### config.mk
export PLATFORM = sky130hd
export DESIGN_NAME = lfsr_deserializer
export DESIGN_NICKNAME = d
export VERILOG_FILES = /design/src/rtl/lfsr_deserializer.sv
export SDC_FILE = /design/constraint.sdc
export NUM_CORES = 1
export LEC_CHECK = 0
export CAP_MARGIN = 25
export CELL_PAD_IN_SITES_DETAIL_PLACEMENT = 1
export CELL_PAD_IN_SITES_GLOBAL_PLACEMENT = 2
export CORE_MARGIN = 4
export CORE_UTILIZATION = 33
export CTS_CLUSTER_SIZE = 10
export DETAILED_ROUTE_END_ITERATION = 8
export PLACE_DENSITY_LB_ADDON = 0.08
export SLEW_MARGIN = 20
export SYNTH_ARGS = -nofsm -noshare
export SYNTH_HDL_FRONTEND = slang
export SYNTH_SLANG_ARGS = --single-unit
export TNS_END_PERCENT = 30
### constraint.sdc
create_clock -name clk -period 2 [get_ports clk]
set_input_delay 0.3 -clock clk [delete_from_list [all_inputs] [get_ports clk]]
set_output_delay 0.3 -clock clk [all_outputs]
set_load 0.03 [all_outputs]
### src/rtl/lfsr_deserializer.sv
// Serial-to-parallel collector for the LFSR bit stream: LSB-first bits in, WIDTH-bit words out on valid/ready.
// Optional registered word parity on par_parity when LFSR_DESER_PARITY_EN is defined.
module lfsr_deserializer #(
  parameter int WIDTH = 8
) (
  input  logic             clk,
  input  logic             rst,
  input  logic             ser_in,
  input  logic             ser_valid,
  output logic             ser_ready,
  input  logic             flush,
  output logic [WIDTH-1:0] par_data,
  output logic             par_valid,
  input  logic             par_ready
`ifdef LFSR_DESER_PARITY_EN
  ,
  output logic             par_parity
`endif
);

  localparam int CW = (WIDTH > 1) ? $clog2(WIDTH) : 1;
  localparam logic [CW-1:0] CNT_LAST = CW'(WIDTH - 1);

  typedef enum logic {
    FILL = 1'b0,
    WAIT = 1'b1
  } state_e;

  state_e           state_q, state_d;
  logic [CW-1:0]    cnt_q, cnt_d;
  logic [WIDTH-1:0] sh_q, sh_d;
  logic [WIDTH-1:0] out_q, out_d;
  logic             vld_q, vld_d;
  logic [WIDTH-1:0] sh_next;
  logic             drain;

  assign sh_next = {ser_in, sh_q[WIDTH-1:1]};
  assign drain   = vld_q && par_ready;

  always_comb begin
    state_d   = state_q;
    cnt_d     = cnt_q;
    sh_d      = sh_q;
    out_d     = out_q;
    vld_d     = vld_q;
    ser_ready = 1'b0;

    if (drain) begin
      vld_d = 1'b0;
    end

    unique case (state_q)
      FILL: begin
        ser_ready = 1'b1;
        // Flush wins over a bit presented in the same cycle.
        if (flush) begin
          cnt_d = '0;
        end else if (ser_valid) begin
          sh_d = sh_next;
          if (cnt_q == CNT_LAST) begin
            cnt_d = '0;
            if (!vld_q || par_ready) begin
              out_d = sh_next;
              vld_d = 1'b1;
            end else begin
              state_d = WAIT;
            end
          end else begin
            cnt_d = cnt_q + 1'b1;
          end
        end
      end
      WAIT: begin
        // Held word lives in sh_q until the output register frees up.
        if (flush) begin
          state_d = FILL;
          cnt_d   = '0;
        end else if (drain) begin
          out_d   = sh_q;
          vld_d   = 1'b1;
          state_d = FILL;
          cnt_d   = '0;
        end
      end
      default: begin
        state_d = FILL;
      end
    endcase
  end

  always_ff @(posedge clk) begin
    if (rst) begin
      state_q <= FILL;
      cnt_q   <= '0;
      out_q   <= '0;
      vld_q   <= 1'b0;
    end else begin
      state_q <= state_d;
      cnt_q   <= cnt_d;
      out_q   <= out_d;
      vld_q   <= vld_d;
    end
  end

  always_ff @(posedge clk) begin
    sh_q <= sh_d;
  end

  assign par_data  = out_q;
  assign par_valid = vld_q;

`ifdef LFSR_DESER_PARITY_EN
  logic parity_q;

  always_ff @(posedge clk) begin
    if (rst) begin
      parity_q <= 1'b0;
    end else begin
      parity_q <= ^out_d;
    end
  end

  assign par_parity = parity_q;
`endif

endmodule
==> summary.md, run 1 <==
| Metric | Value |
|---|---|
| Avg Inst Size Synth | `11.23 sq um` |
| Largest family of logic cells by synthesized area | `compound AO/OA/AOI/OAI gates` |
| Synth-to-Final Area Change | `22.02%` |
| Post-synthesis instance total | `85` |
| Final count of hold timing violations | `0` |
| Synth Register Bits | `21` |
| Mux contribution to synthesized area | `0%` |
| Reg clk slew, reported paths | `0.13 ns` |
| DR vias | `740` |
| Initial antenna violation count | `0` |
| Top_reg_cell synth | `dfxtp_1` |
| CTS Sinks | `21` |
| Num CTS Buffers | `3` |
| Kind of critical path | `reg -> out` |
| RD Place Congestion | `0.7288` |
| WP data required | `1.70 ns` |
| Number of synthesized flops with an enable pin | `8` |
| Core box area | `0.002758 sq mm` |
| Drt drc | `0` |
| Post-route minimum period | `1.863 ns` |
| Layout Nets | `113` |
| CP bufs+invs | `2` |
| Die height | `61.79 microns` |
| Hold WC Path Type | `reg -> reg` |
| Hold path cells | `2` |
| Max FO, Critical Path | `10` |
| Gate power share | `5.6%` |
| Hold wc startpoint | `par_data[3]` |
| NetSw | `0.1670 mW` |
| Startpoint Class | `register` |
| Vias/cell | `5.522` |
| Inst Count DP | `130` |
| Post-route ant nets | `0` |
| Setup TNS | `0 ns` |
| Share of layout cells above drive strength 1 | `11.65%` |
| GRT Total Usage | `13.19%` |
| Final Max Tran Viols | `0` |
| First-pass GRT wire length | `3698 microns` |
| Clock Path Buffers | `2` |
| Root buf cell | `clkbuf_4` |
| Crit path cell chain | `inv_2, clkdlybuf4s50_1` |
| Status | `completed` |
| Synth Net Count | `94` |
| Fmax | `0.5367 GHz` |
| Iteration-0 DRC Markers | `18` |
| CP max-delay cell | `clkdlybuf4s50_1` |
| CTS tree | `done` |
| Power per cell area | `610.5 mW/mm^2` |
| Adder-cell share of the synthesized area | `3.932%` |
| Num rows | `19` |
| Maximum VDD drop | `536.1 uV` |
| Chip width | `61.79 microns` |
| CTS H-tree lvls | `1` |
| Sequential-to-total area share from yosys stat | `52.42%` |
| Die area | `0.003817 sq mm` |
| RSZ-0062 raised after global routing | `no` |
| Clk Latency, worst-skew pair | `0.31 ns` |
| Largest net degree at the start of global routing | `14` |
| Final Setup Violations | `0` |
| Post-DP HPWL | `1549 microns` |
| Worst Max-Slew Pin Slew | `0.4989 ns` |
| Fraction of registers with async set/reset | `0%` |
| Setup crit start | `state_q` |
| Critical Path AT | `1.56 ns` |
| Number of global-route vias before repair | `748` |
| Max Cap Violations | `0` |
| Worst reg2reg path endpoint | `par_data[7]` |
| Grt total ovfl | `0` |
| Worst R2R Path Depth | `5` |
| Seq pwr share | `64.3%` |
| Total power draw | `0.7112 mW` |
| XOR/XNOR Fraction of Synth Area | `0%` |
| Routed wire length per instance | `16.57 microns` |
| Unique masters post-synth | `25` |
| Starting Density | `34.62%` |
| Crit. End Element | `primary output` |
| Skew final | `0.006464 ns` |
| Slew headroom | `66.64%` |
| Non-Filler Instances | `134` |
| Fin crit share | `93.16%` |
| Port bufs | `15` |
| Switching part of the total power | `23.48%` |
| Yosys Warn Count | `0` |
| Detailed-route wire length | `2220 microns` |
| Reg2reg start | `cnt_q[0]` |
| Simple-gate area share of the yosys netlist | `12.58%` |
| WHS Endpoint | `par_data[3]` |
| # diodes | `0` |
| Mapped Area | `954.7 sq um` |
| Min Hold Slack | `0.4823 ns` |
| Crit-path leading delay family | `buffers and inverters` |
| Drt pass-1 iters | `4` |
| Reg2Reg Setup Slack | `0.16 ns` |
| Compound-Gate Fraction of Synth Area | `23.98%` |
| P_leak | `0.4225 nW` |
| Share of total power in the clock network | `30.1%` |
| IO Count | `16` |
| Worst path max stage delay | `0.71 ns` |
| Internal power | `0.5442 mW` |
==> sequential cells by signal, indices dropped and copies added, names as in the netlist, named ones only <==
name,count
cnt_q,3
sh_q,8
state_q,1
par_data,8
==> stage by stage <==
step | instance area (sq um) | utilization [%] | worst slack [ns]
after floorplan | 954.7 | - | 0.4541
after global placement | 1136 | 41.20 | 0.1095
after detailed placement | 1136 | 41.20 | 0.04881
after CTS | 1164 | 42.20 | 0.05619
after global routing | 1165 | 42.24 | 0.03100
final | 1165 | 42.24 | 0.1368
==> layer usage <==
metal / vias up / global-route usage (%) / routed length [microns]
li1: 364 / - / -
met1: 356 / 20.63 / 1236
met2: 18 / 17.49 / 868
met3: 2 / 2.893 / 99
met4: 0 / 4.545 / 16
met5: - / 0 / 0
==> cell type report <==
type | count | area (sq um)
Clock buffer | 3 | 22.52
Clock inverter | 1 | 5.005
Fill cell | 318 | 1593
Inverter | 10 | 37.54
Multi-Input combinational cell | 50 | 386.6
Sequential cell | 21 | 501.7
Tap cell | 31 | 38.79
Timing Repair Buffer | 18 | 172.7
==> power groups by stage <==
stage	combinational, mW	sequential, mW	clock (mW)
after floorplan	0.0177	0.464	0
after global placement	0.0392	0.467	0
after detailed placement	0.0397	0.467	0
after CTS	0.0395	0.457	0.221
after global routing	0.0432	0.458	0.235
final	0.0397	0.457	0.214
==> kinds of logic (layout without fill, tap and decap cells) <==
kind of cell               count (synthesis)  after routing
adders and majority gates                  3              3
AOI/OAI and AO/OA                         32             32
DFF                                       21             21
buffers and inverters                     14             32
and+or+nand+nor                           15             15
==> placed cells by master, fill, tap and decap left out, types with 2 or more instances in the layout <==
cell type,count
clkdlybuf4s50_1,15
dfxtp_1,12
inv_1,9
o21ai_0,9
a211oi_1,9
a221oi_1,8
edfxtp_1,8
a31oi_1,3
nor3_1,3
ha_1,3
clkbuf_4,3
buf_4,3
and4bb_1,2
a21oi_1,2
==> worst register-to-register path: stages (launching register included) <==
cell      delay (ns)
dfxtp_1         0.39
ha_1            0.19
ha_1            0.24
nand3b_4        0.15
a211o_4         0.41
a221oi_1        0.36
==> synth_stat cells, types with 2 or more instances <==
library cell	n	share of area (%)
a211oi_1	9	7.1
a21oi_1	2	1.0
a221oi_1	8	7.3
a31oi_1	3	2.0
and4bb_1	2	2.6
buf_6	2	2.4
clkbuf_1	2	0.79
dfxtp_1	13	27
edfxtp_1	8	25
ha_1	3	3.9
inv_1	9	3.5
nor3_1	3	1.6
o21ai_0	9	4.7
==> how the worst max path moves through the flow <==
stage	cells past startpoint	to
2_1_floorplan	5	par_data[2]
3_3_place_gp	4	par_data[7]
3_5_place_dp	4	par_data[7]
4_1_cts	2	ser_ready
5_1_grt	5	par_data[7]
6_report	2	ser_ready
==> what timing repair did <==
action                                 in CTS  in global routing
hold buffers                                0                  0
resized for setup                           0                  1
endpoints found under the hold margin       0                  0
setup endpoints to repair                   0                  1
buffers inserted                            0                  0
Power figures use the tool's default switching activity.
==> run 2, diff against run 1 <==
- CAP_MARGIN: 25 -> unset
- SKIP_CTS_REPAIR_TIMING: unset -> 1
==> results of run 2 <==
The final DEF is identical to that of run 1; final timing and power are the same.
